[src/rtl/uart_rx_frame_timer.sv]
// RX frame timer: edge/bit counters, frame phase tracking, triple-sample strobe, frame-done pulse.
// Optional macro RX_EARLY_STOP_EN ends the frame right after the final stop bit's third sample.
module uart_rx_frame_timer #(
  parameter int PRESCALE_W = 6,
  parameter int DATA_MAX   = 8,
  parameter int BIT_CNT_W  = 4
) (
  input  logic                  CLK,
  input  logic                  RST,
  input  logic                  enable,
  input  logic                  start_det,
  input  logic                  abort,
  input  logic [PRESCALE_W-1:0] prescale,
  input  logic [3:0]            data_len,
  input  logic                  parity_en,
  input  logic                  stop2,
  output logic [PRESCALE_W-1:0] edge_cnt,
  output logic [BIT_CNT_W-1:0]  bit_cnt,
  output logic                  bit_done,
  output logic                  sample_stb,
  output logic [1:0]            sample_idx,
  output logic [2:0]            phase,
  output logic                  frame_done,
  output logic                  busy,
  output logic                  cfg_err
);

  typedef enum logic [2:0] {
    PH_IDLE   = 3'd0,
    PH_START  = 3'd1,
    PH_DATA   = 3'd2,
    PH_PARITY = 3'd3,
    PH_STOP   = 3'd4
  } phase_e;

  phase_e                r_phase, w_phase_nxt;
  logic [PRESCALE_W-1:0] r_edge_cnt, w_edge_cnt_nxt;
  logic [BIT_CNT_W-1:0]  r_bit_cnt, w_bit_cnt_nxt;
  logic [PRESCALE_W-1:0] r_prescale_l, w_prescale_l_nxt;
  logic [3:0]            r_data_len_l, w_data_len_l_nxt;
  logic                  r_parity_en_l, w_parity_en_l_nxt;
  logic                  r_stop2_l, w_stop2_l_nxt;
  logic                  r_stop_second, w_stop_second_nxt;
  logic                  r_frame_done, w_frame_done_nxt;
  logic                  r_cfg_err, w_cfg_err_nxt;

  logic                  w_cfg_ok;
  logic                  w_busy;
  logic                  w_bit_done;
  logic                  w_sample_stb;
  logic [1:0]            w_sample_idx;
  logic [PRESCALE_W-1:0] w_pm1;
  logic [PRESCALE_W-1:0] w_mid;
  logic [BIT_CNT_W-1:0]  w_last_bit;
  logic                  w_final_stop;

  assign w_cfg_ok     = (prescale >= PRESCALE_W'(4)) && (data_len >= 4'd5) &&
                        (int'(data_len) <= DATA_MAX);
  assign w_pm1        = r_prescale_l - PRESCALE_W'(1);
  assign w_mid        = r_prescale_l >> 1;
  assign w_last_bit   = BIT_CNT_W'(r_data_len_l) - BIT_CNT_W'(1);
  assign w_final_stop = !r_stop2_l || r_stop_second;

  // State register; abort wins over everything and ignores enable.
  always_ff @(posedge CLK or negedge RST) begin
    if (!RST)           r_phase <= PH_IDLE;
    else if (abort)     r_phase <= PH_IDLE;
    else if (enable)    r_phase <= w_phase_nxt;
  end

  always_ff @(posedge CLK or negedge RST) begin
    if (!RST) begin
      r_edge_cnt    <= '0;
      r_bit_cnt     <= '0;
      r_prescale_l  <= '0;
      r_data_len_l  <= '0;
      r_parity_en_l <= 1'b0;
      r_stop2_l     <= 1'b0;
      r_stop_second <= 1'b0;
      r_frame_done  <= 1'b0;
      r_cfg_err     <= 1'b0;
    end else if (abort) begin
      r_edge_cnt    <= '0;
      r_bit_cnt     <= '0;
      r_stop_second <= 1'b0;
      r_frame_done  <= 1'b0;
      r_cfg_err     <= 1'b0;
    end else if (enable) begin
      r_edge_cnt    <= w_edge_cnt_nxt;
      r_bit_cnt     <= w_bit_cnt_nxt;
      r_prescale_l  <= w_prescale_l_nxt;
      r_data_len_l  <= w_data_len_l_nxt;
      r_parity_en_l <= w_parity_en_l_nxt;
      r_stop2_l     <= w_stop2_l_nxt;
      r_stop_second <= w_stop_second_nxt;
      r_frame_done  <= w_frame_done_nxt;
      r_cfg_err     <= w_cfg_err_nxt;
    end
  end

  // Next-state and datapath next values, assuming an enabled, non-aborted cycle.
  always_comb begin
    w_phase_nxt       = r_phase;
    w_edge_cnt_nxt    = r_edge_cnt;
    w_bit_cnt_nxt     = r_bit_cnt;
    w_prescale_l_nxt  = r_prescale_l;
    w_data_len_l_nxt  = r_data_len_l;
    w_parity_en_l_nxt = r_parity_en_l;
    w_stop2_l_nxt     = r_stop2_l;
    w_stop_second_nxt = r_stop_second;
    w_frame_done_nxt  = 1'b0;
    w_cfg_err_nxt     = 1'b0;
    if (r_phase == PH_IDLE) begin
      if (start_det) begin
        if (w_cfg_ok) begin
          w_phase_nxt       = PH_START;
          w_edge_cnt_nxt    = '0;
          w_bit_cnt_nxt     = '0;
          w_stop_second_nxt = 1'b0;
          w_prescale_l_nxt  = prescale;
          w_data_len_l_nxt  = data_len;
          w_parity_en_l_nxt = parity_en;
          w_stop2_l_nxt     = stop2;
        end else begin
          w_cfg_err_nxt = 1'b1;
        end
      end
    end else begin
      w_edge_cnt_nxt = w_bit_done ? '0 : r_edge_cnt + PRESCALE_W'(1);
      case (r_phase)
        PH_START: if (w_bit_done) begin
          w_phase_nxt   = PH_DATA;
          w_bit_cnt_nxt = '0;
        end
        PH_DATA: if (w_bit_done) begin
          if (r_bit_cnt == w_last_bit) begin
            w_bit_cnt_nxt = '0;
            w_phase_nxt   = r_parity_en_l ? PH_PARITY : PH_STOP;
          end else begin
            w_bit_cnt_nxt = r_bit_cnt + BIT_CNT_W'(1);
          end
        end
        PH_PARITY: if (w_bit_done) w_phase_nxt = PH_STOP;
        PH_STOP: begin
`ifdef RX_EARLY_STOP_EN
          if (w_final_stop && w_sample_stb && (w_sample_idx == 2'd2)) begin
            w_phase_nxt       = PH_IDLE;
            w_edge_cnt_nxt    = '0;
            w_frame_done_nxt  = 1'b1;
            w_stop_second_nxt = 1'b0;
          end else if (w_bit_done) begin
            w_stop_second_nxt = 1'b1;
          end
`else
          if (w_bit_done) begin
            if (w_final_stop) begin
              w_phase_nxt       = PH_IDLE;
              w_frame_done_nxt  = 1'b1;
              w_stop_second_nxt = 1'b0;
            end else begin
              w_stop_second_nxt = 1'b1;
            end
          end
`endif
        end
        default: w_phase_nxt = PH_IDLE;
      endcase
    end
  end

  // Outputs decoded from the registered state.
  always_comb begin
    w_busy       = (r_phase != PH_IDLE);
    w_bit_done   = w_busy && (r_edge_cnt == w_pm1);
    w_sample_stb = 1'b0;
    w_sample_idx = 2'd0;
    if (w_busy) begin
      if (r_edge_cnt == w_mid - PRESCALE_W'(1)) begin
        w_sample_stb = 1'b1;
        w_sample_idx = 2'd0;
      end else if (r_edge_cnt == w_mid) begin
        w_sample_stb = 1'b1;
        w_sample_idx = 2'd1;
      end else if (r_edge_cnt == w_mid + PRESCALE_W'(1)) begin
        w_sample_stb = 1'b1;
        w_sample_idx = 2'd2;
      end
    end
  end

  assign edge_cnt   = r_edge_cnt;
  assign bit_cnt    = r_bit_cnt;
  assign bit_done   = w_bit_done;
  assign sample_stb = w_sample_stb;
  assign sample_idx = w_sample_idx;
  assign phase      = r_phase;
  assign frame_done = r_frame_done;
  assign busy       = w_busy;
  assign cfg_err    = r_cfg_err;

endmodule

[config.mk]
export PLATFORM = sky130hd
export DESIGN_NAME = uart_rx_frame_timer
export DESIGN_NICKNAME = d
export VERILOG_FILES = /design/src/rtl/uart_rx_frame_timer.sv
export SDC_FILE = /design/constraint.sdc
export NUM_CORES = 1
export LEC_CHECK = 0
export BUFFER_PORTS_ARGS = -buffer_cell sky130_fd_sc_hd__buf_4
export CORE_UTILIZATION = 43
export CTS_BUF_LIST = sky130_fd_sc_hd__clkbuf_4
export CTS_CLUSTER_DIAMETER = 80
export DETAILED_ROUTE_END_ITERATION = 8
export PLACE_DENSITY = 0.68
export SLEW_MARGIN = 20
export SYNTH_ARGS = -nofsm -noshare
export SYNTH_HDL_FRONTEND = slang
export SYNTH_SLANG_ARGS = --single-unit
[constraint.sdc]
create_clock -name CLK -period 7.06 [get_ports CLK]
set_input_delay 0.353 -clock CLK [delete_from_list [all_inputs] [get_ports CLK]]
set_output_delay 0.353 -clock CLK [all_outputs]
set_load 0.01 [all_outputs]
# After elaboration in Yosys (flattened, before gate mapping)
# Cells that the tools add are included.
# word_totals
word_cells,108
mem_count,0
reg_bits,28
mem_bits_rw,0
latchBits,0
mem_bits_ro,0
out_inout_bits,20
# classes
n_reduce_logical,16
bitwise,1
eq_ne,17
addsub,6
order_cmp,3
n_mux,55
multipliers,0
shifts,0
div,0
# op_table
cell,n
3-bit two-way mux,12
6-bit two-way mux,6
4-bit two-way mux,8
"4-bit != test, second input constant",6
1-bit two-way mux,23
6-bit equality test,3
3-bit one-hot mux with 4 select lines,1
5-bit AND reduction,2
9-bit AND reduction,1
3-bit nonzero test,3
2-bit two-way mux,4
4-bit one-hot mux with 2 select lines,1
"5-bit by 1-bit adder with 6-bit output, second input constant",1
"6-bit by 1-bit adder with 6-bit output, second input constant",1
"3-bit by 2-bit equality test with 1-bit output, second input constant",2
6-bit by 5-bit equality test with 1-bit output,1
"6-bit by 3-bit greater-or-equal comparator with 1-bit output, second input constant",1
"3-bit != test, second input constant",2
6-bit AND reduction,1
"5-bit by 1-bit subtractor with 6-bit output, second input constant",1
"6-bit by 1-bit subtractor with 6-bit output, second input constant",1
"4-bit by 1-bit adder with 4-bit output, second input constant",1
4-bit equality test,1
"4-bit by 3-bit greater-or-equal comparator with 1-bit output, second input constant",1
12 further kinds,14

# Depth between registers and ports, before layout
# Gate-level depths: netlist (run 1).
# depth
word_depth,8
ltp_mapped,10

# Least setup slack after synthesis (run 1)
# Ideal clock, no wire load.
# synth_path
path_kind,register -> output
from,reg r_prescale_l[2]
to,out sample_stb
path_stages_with_launch,9
t_arrival_ps,2066
setup_slack_ps,4641
cell_sequence,dfrtp_1 -> buf_2 -> inv_1 -> ha_1 -> xor2_1 -> nor4_1 -> o21ai_0 -> nor4b_1 -> o21bai_1
# synth_between
elab_chain_cells,6
word_cells_on_any_way,9
# synth_lines
element,line_no,source
"start, declared",39,"logic [PRESCALE_W-1:0] r_prescale_l, w_prescale_l_nxt;"
"start signal, assigned",91,r_prescale_l <= w_prescale_l_nxt;
5-bit by 1-bit adder with 6-bit output,184,end else if (r_edge_cnt == w_mid + PRESCALE_W'(1)) begin
6-bit equality test,184,
1-bit two-way mux,184,
1-bit two-way mux,181,end else if (r_edge_cnt == w_mid) begin
1-bit two-way mux *,178,if (r_edge_cnt == w_mid - PRESCALE_W'(1)) begin
1-bit two-way mux *,177,if (w_busy) begin
"end, declared",20,"output logic sample_stb,"
# Mark *: on every way between the ends. The rest lies on a longest branch, timed or not.

# Final worst setup path (run 1)
# layout_path
from,reg r_prescale_l[2]
to,out bit_done
# layout_between
elab_chain_cells,3
# layout_lines
element,line_no,source
6-bit by 1-bit subtractor with 6-bit output,59,assign w_pm1 = r_prescale_l - PRESCALE_W'(1);
6-bit equality test,174,w_bit_done = w_busy && (r_edge_cnt == w_pm1);
1-bit logical AND,174,
"end, declared",19,"output logic bit_done,"
# Every way passes these cells.

==> results.py, run 1 <==
metrics = {
    "outcome": {
        "status": "finished, final reports clean",
    },
    "sta": {
        "setup_viol": 0,
        "fmax_mhz": 340,
        "hold_viol_final": 0,
        "tightestPinTransition_ns": 0.796,
        "slew_headroom_pct": 46.4,
        "period_minus_slack_ns": 2.94,
        "fin_crit_sh_pct": 41.7,
        "finClkSkew_ns": 0.0139,
        "rsz0062_at_grt": "false",
        "tns_ns": 0,
        "drv_slew": 0,
    },
    "floorplanning": {
        "core_mm2": 0.00472,
        "io_pins": 37,
        "die_h_um": 72.2,
        "rows": 25,
        "initial_utilization_pct": 44.8,
        "fp.dieArea_mm2": 0.00521,
        "die_w_um": 72.2,
    },
    "cells_and_area": {
        "diodes": 0,
        "regArea_um2": 701,
        "multiInputGateArea_mm2": 0.00127,
        "stdcell_area_mm2": 0.00243,
        "nFillCells": 467,
        "finish.utilization_pct": 51.4,
        "finalNetCount": 280,
        "layout-drive-gt1-share_pct": 24.7,
        "area_growth_pct": 14.7,
    },
    "power_and_ir_drop": {
        "sw_frac_of_total_pct": 37.8,
        "ir_worst_vdd_v": 0.000133,
        "p_int_mw": 0.317,
        "switchingPower_mw": 0.193,
        "total_power_mw": 0.510,
        "leakagePower_nw": 1.10,
        "pwr-share-seq_pct": 44.1,
        "clockPowerShare_pct": 12.9,
        "combinationalPowerShare_pct": 43.0,
        "power_density_mw_per_mm2": 210,
    },
    "synthesis": {
        "yosysWarningCount": 0,
        "async_reset_ff_share_pct": 100,
        "synth_edf_count": 0,
        "synth.cell_area_mm2": 0.00212,
        "avgSynthCellArea_um2": 9.29,
        "syn_inst": 228,
        "syn_nets": 252,
        "yosysTopAreaCell": "dfrtp_1",
        "ys_top_cells_by_area": "dfrtp_1 33%, xnor2_1 8.7%, mux2_4 6.4%, ha_1 4.1%, xor2_1 3.3%",
        "ys_types": 58,
        "synth_ff_type": "dfrtp_1",
        "yosysSeqAreaShare_pct": 33.1,
        "synth_seq_cells": 28,
        "synth_top_area_share_pct": 33.1,
    },
    "grt": {
        "antenna_found_initial": 0,
        "grt_pass1_vias": 1610,
        "grt_max_degree": 29,
        "grt_pass1_wl_mm": 7.48,
        "grt_use_total_pct": 18.0,
        "gr-total-overflow": 0,
    },
    "clocking": {
        "htreeDepth": 1,
        "cts_inserted_buffers": 3,
        "clock-root-buffer": "clkbuf_4",
        "cts_sinks": 28,
        "cts_setup_buffers": 0,
        "clk_path_buf_depth": 2,
        "path_clk_slew_ns": 0.13,
        "worstSkewPairLatency_ns": 0.33,
        "cts_tree": "done",
    },
    "worst_setup_path": {
        "cp.buffers_inverters": 2,
        "cp-start-kind": "flip-flop",
        "crit_chain": "inv_1 > ha_1 > a21bo_2 > or3_1 > a211oi_2 > and3_1 > buf_4",
        "required_ns": 6.71,
        "cp_max_fo": 10,
        "max_stage_delay_ns": 0.53,
        "cp_slowest_cell": "dfrtp_1",
        "crit_arrival_ns": 2.59,
        "cp-end-kind": "output port",
        "path_delay_family": "simple AND/OR/NAND/NOR gates",
        "crit_type": "flip-flop to output port",
    },
    "route": {
        "vias_per_cell": 5.34,
        "route.met3.wl_um": 136,
        "m1WireLength_mm": 2.13,
        "ant_nets": 0,
        "wire_per_inst_um": 13.6,
        "routed.top_layer": "met4",
        "routed-wl-met2_mm": 2.10,
        "first_iter_violations": 124,
        "dr.pass1.iters": 4,
        "totalWireLength_mm": 4.38,
        "vias": 1721,
        "drc": 0,
    },
    "place": {
        "placed_area_mm2": 0.00239,
        "dpl.hpwl_mm": 3.34,
        "port_buffers": 36,
        "globalplace.congestion": 0.829,
    },
    "worst_hold_path": {
        "hp-class": "input port to flip-flop",
    },
    "flow_run": {
        "drv_cap": 0,
    },
}
## worst register-to-register path: stages (launching register included)
cell and delay, ns:
dfrtp_1 0.53, inv_1 0.16, ha_1 0.23, a21bo_2 0.26, xnor2_1 0.29, a2111oi_2 0.08, a311oi_1 0.60, or2_2 0.26
o21ai_0 0.11
## area by class of cell
class                   instances  share of cell area, %
clock inverters                 1                  0.155
well taps                      67                   3.45
repair buffers                 38                   11.8
multi-input cells             170                   52.5
clock buffers                   3                  0.928
flip-flops and latches         28                   28.9
inverters                      15                   2.32
## worst paths after layout
check	depth (start not counted)	from	slack, ns	endpoint
min reg2reg	2	frame_done	0.55	frame_done
min	2	data_len[3]	0.21	r_data_len_l[2]
max in group asynchronous	2	RST	6.34	cfg_err
max	7	r_prescale_l[2]	4.12	bit_done
max reg2reg	8	r_prescale_l[2]	4.42	bit_cnt[3]
min in group asynchronous	2	RST	0.45	r_stop2_l
## repair_timing
| action | in CTS | in global routing |
|---|---|---|
| hold buffers | 1 | 0 |
| hold endpoints to repair | 28 | 0 |
| gates resized for setup | 0 | 0 |
## cell usage in the layout, fill, tap and decap left out, types with 2 or more instances in the layout
| cell | count |
|---|---|
| ha_1 | 7 |
| o21bai_1 | 2 |
| dfrtp_1 | 28 |
| a21oi_1 | 7 |
| xnor2_1 | 21 |
| and3_1 | 2 |
| xor2_1 | 8 |
| nand4_1 | 2 |
| nor4b_1 | 2 |
| nand2_1 | 13 |
| or3_1 | 4 |
| inv_1 | 14 |
| nor4_1 | 4 |
| o21ai_0 | 12 |
| mux2_2 | 2 |
| o211ai_1 | 2 |
| buf_4 | 36 |
| nand3_1 | 6 |
| nand2b_1 | 5 |
| a22o_1 | 3 |
| nor2_1 | 14 |
| nor3_1 | 7 |
| o31ai_1 | 4 |
| or2_2 | 2 |
| nor2b_1 | 5 |
| mux2_4 | 9 |
| clkbuf_4 | 3 |
## power by group through the flow
stage / clock, mW / combinational (mW) / sequential, mW
global placement: 0 / 0.214 / 0.229
global route: 0.0750 / 0.244 / 0.231
detailed placement: 0 / 0.218 / 0.228
CTS: 0.0695 / 0.220 / 0.225
finish: 0.0656 / 0.220 / 0.225
floorplan: 0 / 0.198 / 0.203
## layer usage
layer,GRT usage (%),up-vias
li1,-,863
met1,25.2,828
met2,29.4,28
met3,3.75,2
met4,2.18,0
met5,0,-
## logic make-up (layout without fill, tap and decap cells)
| logic type | after synthesis | after routing | synth area share [%] |
|---|---|---|---|
| multiplexers | 12 | 12 | 7.92 |
| XOR/XNOR | 29 | 29 | 12.0 |
| flip-flops | 28 | 28 | 33.1 |
| adder cells (fa/ha/maj) | 7 | 7 | 4.14 |
| buffers and inverters | 30 | 57 | 6.68 |
| AO/OA/AOI/OAI | 46 | 46 | 16.0 |
| AND/OR/NAND/NOR | 76 | 76 | 20.2 |
## cells in the mapped netlist, types with 2 or more instances
master,count
mux2_2,2
mux2_4,9
o21bai_1,2
buf_6,2
nor2b_1,5
nor2_1,14
o21ai_0,12
o31ai_1,4
o211ai_1,2
a21oi_1,7
nor3_1,7
and3_1,2
inv_1,14
nand2b_1,5
dfrtp_1,28
a22o_1,3
ha_1,7
buf_2,7
nand2_1,13
nand4_1,2
nor4_1,4
or3_1,4
xor2_1,8
or2_2,2
xnor2_1,21
nor4b_1,2
clkbuf_1,4
nand3_1,6
## flip-flops by register name, summed over array words and instances, names as in the netlist
signal         flops
edge_cnt           6
r_prescale_l       6
bit_cnt            4
r_data_len_l       4
phase              3
cfg_err            1
frame_done         1
r_parity_en_l      1
r_stop2_l          1
r_stop_second      1
## through the flow
step / hold WS, ns / setup WS, ns / std cells
4_1_cts: 0.193 / 4.12 / 321
3_5_place_dp: 0.289 / 4.29 / 316
2_1_floorplan: 0.0574 / 4.64 / 228
6_report: 0.206 / 4.12 / 322
5_1_grt: 0.192 / 3.93 / 322
3_3_place_gp: 0.290 / 4.35 / 316
(Power assumes the default switching activity.)
==> inputs of run 2 (changes only) <==
- PLACE_DENSITY: 0.68 -> 0.7
- clock period: 7.06 -> 2.4 ns (I/O delays scaled with it)
==> run 2 against run 1 <==
Net effect: wire length increased by 8.9%; combinational power increased to 3.9 times the previous value; clock power increased to 3.0 times the previous value; sequential power increased to 2.7 times the previous value; utilization increased by 5.2 points; non-clock buffer count increased by 22.
==> results.py, run 2 (same netlist as run 1, synthesis figures left out) <==
metrics = {
    "clocking": {
        "cts_tree": "done",
        "worstSkewPairLatency_ns": 0.33,
        "cts_inserted_buffers": 3,
        "clock-root-buffer": "clkbuf_4",
        "cts_sinks": 28,
        "clk_path_buf_depth": 2,
        "path_clk_slew_ns": 0.14,
        "htreeDepth": 1,
    },
    "grt": {
        "grt_max_degree": 29,
        "grt_pass1_vias": 1715,
        "grt_pass1_wl_mm": 7.88,
        "grt_use_total_pct": 19.0,
        "gr-total-overflow": 0,
        "antenna_found_initial": 0,
    },
    "cells_and_area": {
        "final_common_cell": "buf_4",
        "final_cell_mix": "54 x buf_4, 28 x dfrtp_1, 20 x xnor2_1, 14 x nor2_1, 13 x nand2_1",
        "finalNetCount": 302,
        "area_growth_pct": 26.2,
        "layout-drive-gt1-share_pct": 32.1,
        "diodes": 0,
    },
    "worst_setup_path": {
        "crit_chain": "inv_2 > ha_1 > a21bo_2 > or3_1 > a211oi_2 > and3_4 > buf_4",
        "required_ns": 2.28,
        "cp_slowest_cell": "dfrtp_1",
        "cp-start-kind": "flip-flop",
        "cp_max_fo": 6,
        "cp-end-kind": "output port",
        "max_stage_delay_ns": 0.43,
        "crit_type": "flip-flop to output port",
        "crit_arrival_ns": 2.25,
    },
    "worst_hold_path": {
        "hp-class": "input port to flip-flop",
    },
    "floorplanning": {
        "die_h_um": 72.2,
        "initial_utilization_pct": 44.8,
        "io_pins": 37,
        "core_mm2": 0.00472,
        "die_w_um": 72.2,
        "fp.dieArea_mm2": 0.00521,
        "rows": 25,
    },
    "power_and_ir_drop": {
        "switchingPower_mw": 0.637,
        "combinationalPowerShare_pct": 51.5,
        "sw_frac_of_total_pct": 38.2,
        "ir_worst_vdd_v": 0.000323,
        "pwr-share-seq_pct": 36.5,
        "leakagePower_nw": 1.21,
        "power_density_mw_per_mm2": 625,
        "p_int_mw": 1.03,
        "clockPowerShare_pct": 12.0,
    },
    "sta": {
        "finClkSkew_ns": 0.00776,
        "fin_crit_sh_pct": 98.9,
        "fin_ws_ns": 0.0266,
        "setup_viol": 0,
        "slew_headroom_pct": 73.2,
        "tightestPinTransition_ns": 0.396,
        "rsz0062_at_grt": "true",
        "hold_viol_final": 0,
        "fmax_mhz": 421,
        "drv_slew": 0,
        "period_minus_slack_ns": 2.37,
        "tns_ns": 0,
    },
    "place": {
        "globalplace.congestion": 0.833,
        "post-place-ws_ns": 0.112,
        "port_buffers": 36,
        "dpl.hpwl_mm": 3.57,
    },
    "route": {
        "totalWireLength_mm": 4.77,
        "wire_per_inst_um": 13.9,
        "vias": 1851,
        "vias_per_cell": 5.38,
        "ant_nets": 0,
        "dr.pass1.iters": 4,
        "first_iter_violations": 155,
        "drc": 0,
    },
    "outcome": {
        "status": "finished, final reports clean",
    },
    "flow_run": {
        "drv_cap": 0,
    },
}
## run 2: changes by cell type in the layout (fill, tap and decap cells not counted), moves of 2 or more
cell           delta
o21ai_1           +2
buf_4            +18
o21ai_0           -2
dlygate4sd3_1     +5
inv_2             +2
inv_1             -2
## run 2: metal layers
| metal | wire length (um) | track usage, % |
|---|---|---|
| met1 | 2330 | 27.8 |
| met2 | 2160 | 29.2 |
| met3 | 215 | 2.64 |
| met4 | 59 | 5.66 |
| met5 | 0 | 0 |
## run 2: repair_timing
item                                   in CTS  in global routing
pin swaps                                   0                  4
hold buffers                                3                  3
setup endpoints to repair                   2                  7
endpoints found under the hold margin      30                  3
resized for setup                           3                 10
buffers inserted                            0                  3
## run 2: worst paths after layout
kind	from	to	slack (ns)	cells after the start
worst max-delay path	r_prescale_l[2]	bit_done	0.03	7
worst min-delay path	prescale[2]	r_prescale_l[2]	0.02	2
worst max register to register	r_prescale_l[2]	bit_cnt[0]	0.04	9
worst min register to register	r_stop_second	r_stop_second	0.54	2
max in group asynchronous	RST	r_prescale_l[4]	1.92	2
min in group asynchronous	RST	r_stop2_l	0.22	2
## run 2: layout make-up
type | count | area [um^2]
repair buffers | 60 | 465
clock inverters | 1 | 3.75
multi-input cells | 170 | 1340
clock buffers | 3 | 22.5
well taps | 67 | 83.8
fillers | 408 | 2050
flip-flops and latches | 28 | 701
inverters | 15 | 56.3
## run 2: power by group through the flow
| stage | registers, mW | clock network [mW] | logic [mW] |
|---|---|---|---|
| global route | 0.619 | 0.225 | 0.942 |
| global placement | 0.612 | 0 | 0.753 |
| detailed placement | 0.612 | 0 | 0.762 |
| finish | 0.610 | 0.200 | 0.860 |
| floorplan | 0.598 | 0 | 0.583 |
| CTS | 0.605 | 0.208 | 0.776 |
## run 2: worst max-delay path: cells and delay by family (launching register included)
family,cells,cell delay [ns]
flip-flops,1,0.43
AND/OR/NAND/NOR,2,0.60
AO/OA/AOI/OAI,2,0.48
adder cells (fa/ha/maj),1,0.19
buffers and inverters,2,0.23
## run 2: stage by stage
stage               std cells  hold slack [ns]  total power, mW  instance area [um^2]  utilization [%]
floorplan                 228           -0.176             1.18                  2120                -
detailed placement        331           0.0639             1.37                  2500             52.9
global placement          331           0.0610             1.37                  2500             52.9
CTS                       338          0.00101             1.59                  2570             54.4
finish                    344           0.0221             1.67                  2670             56.6
global route              344         0.000683             1.79                  2670             56.6
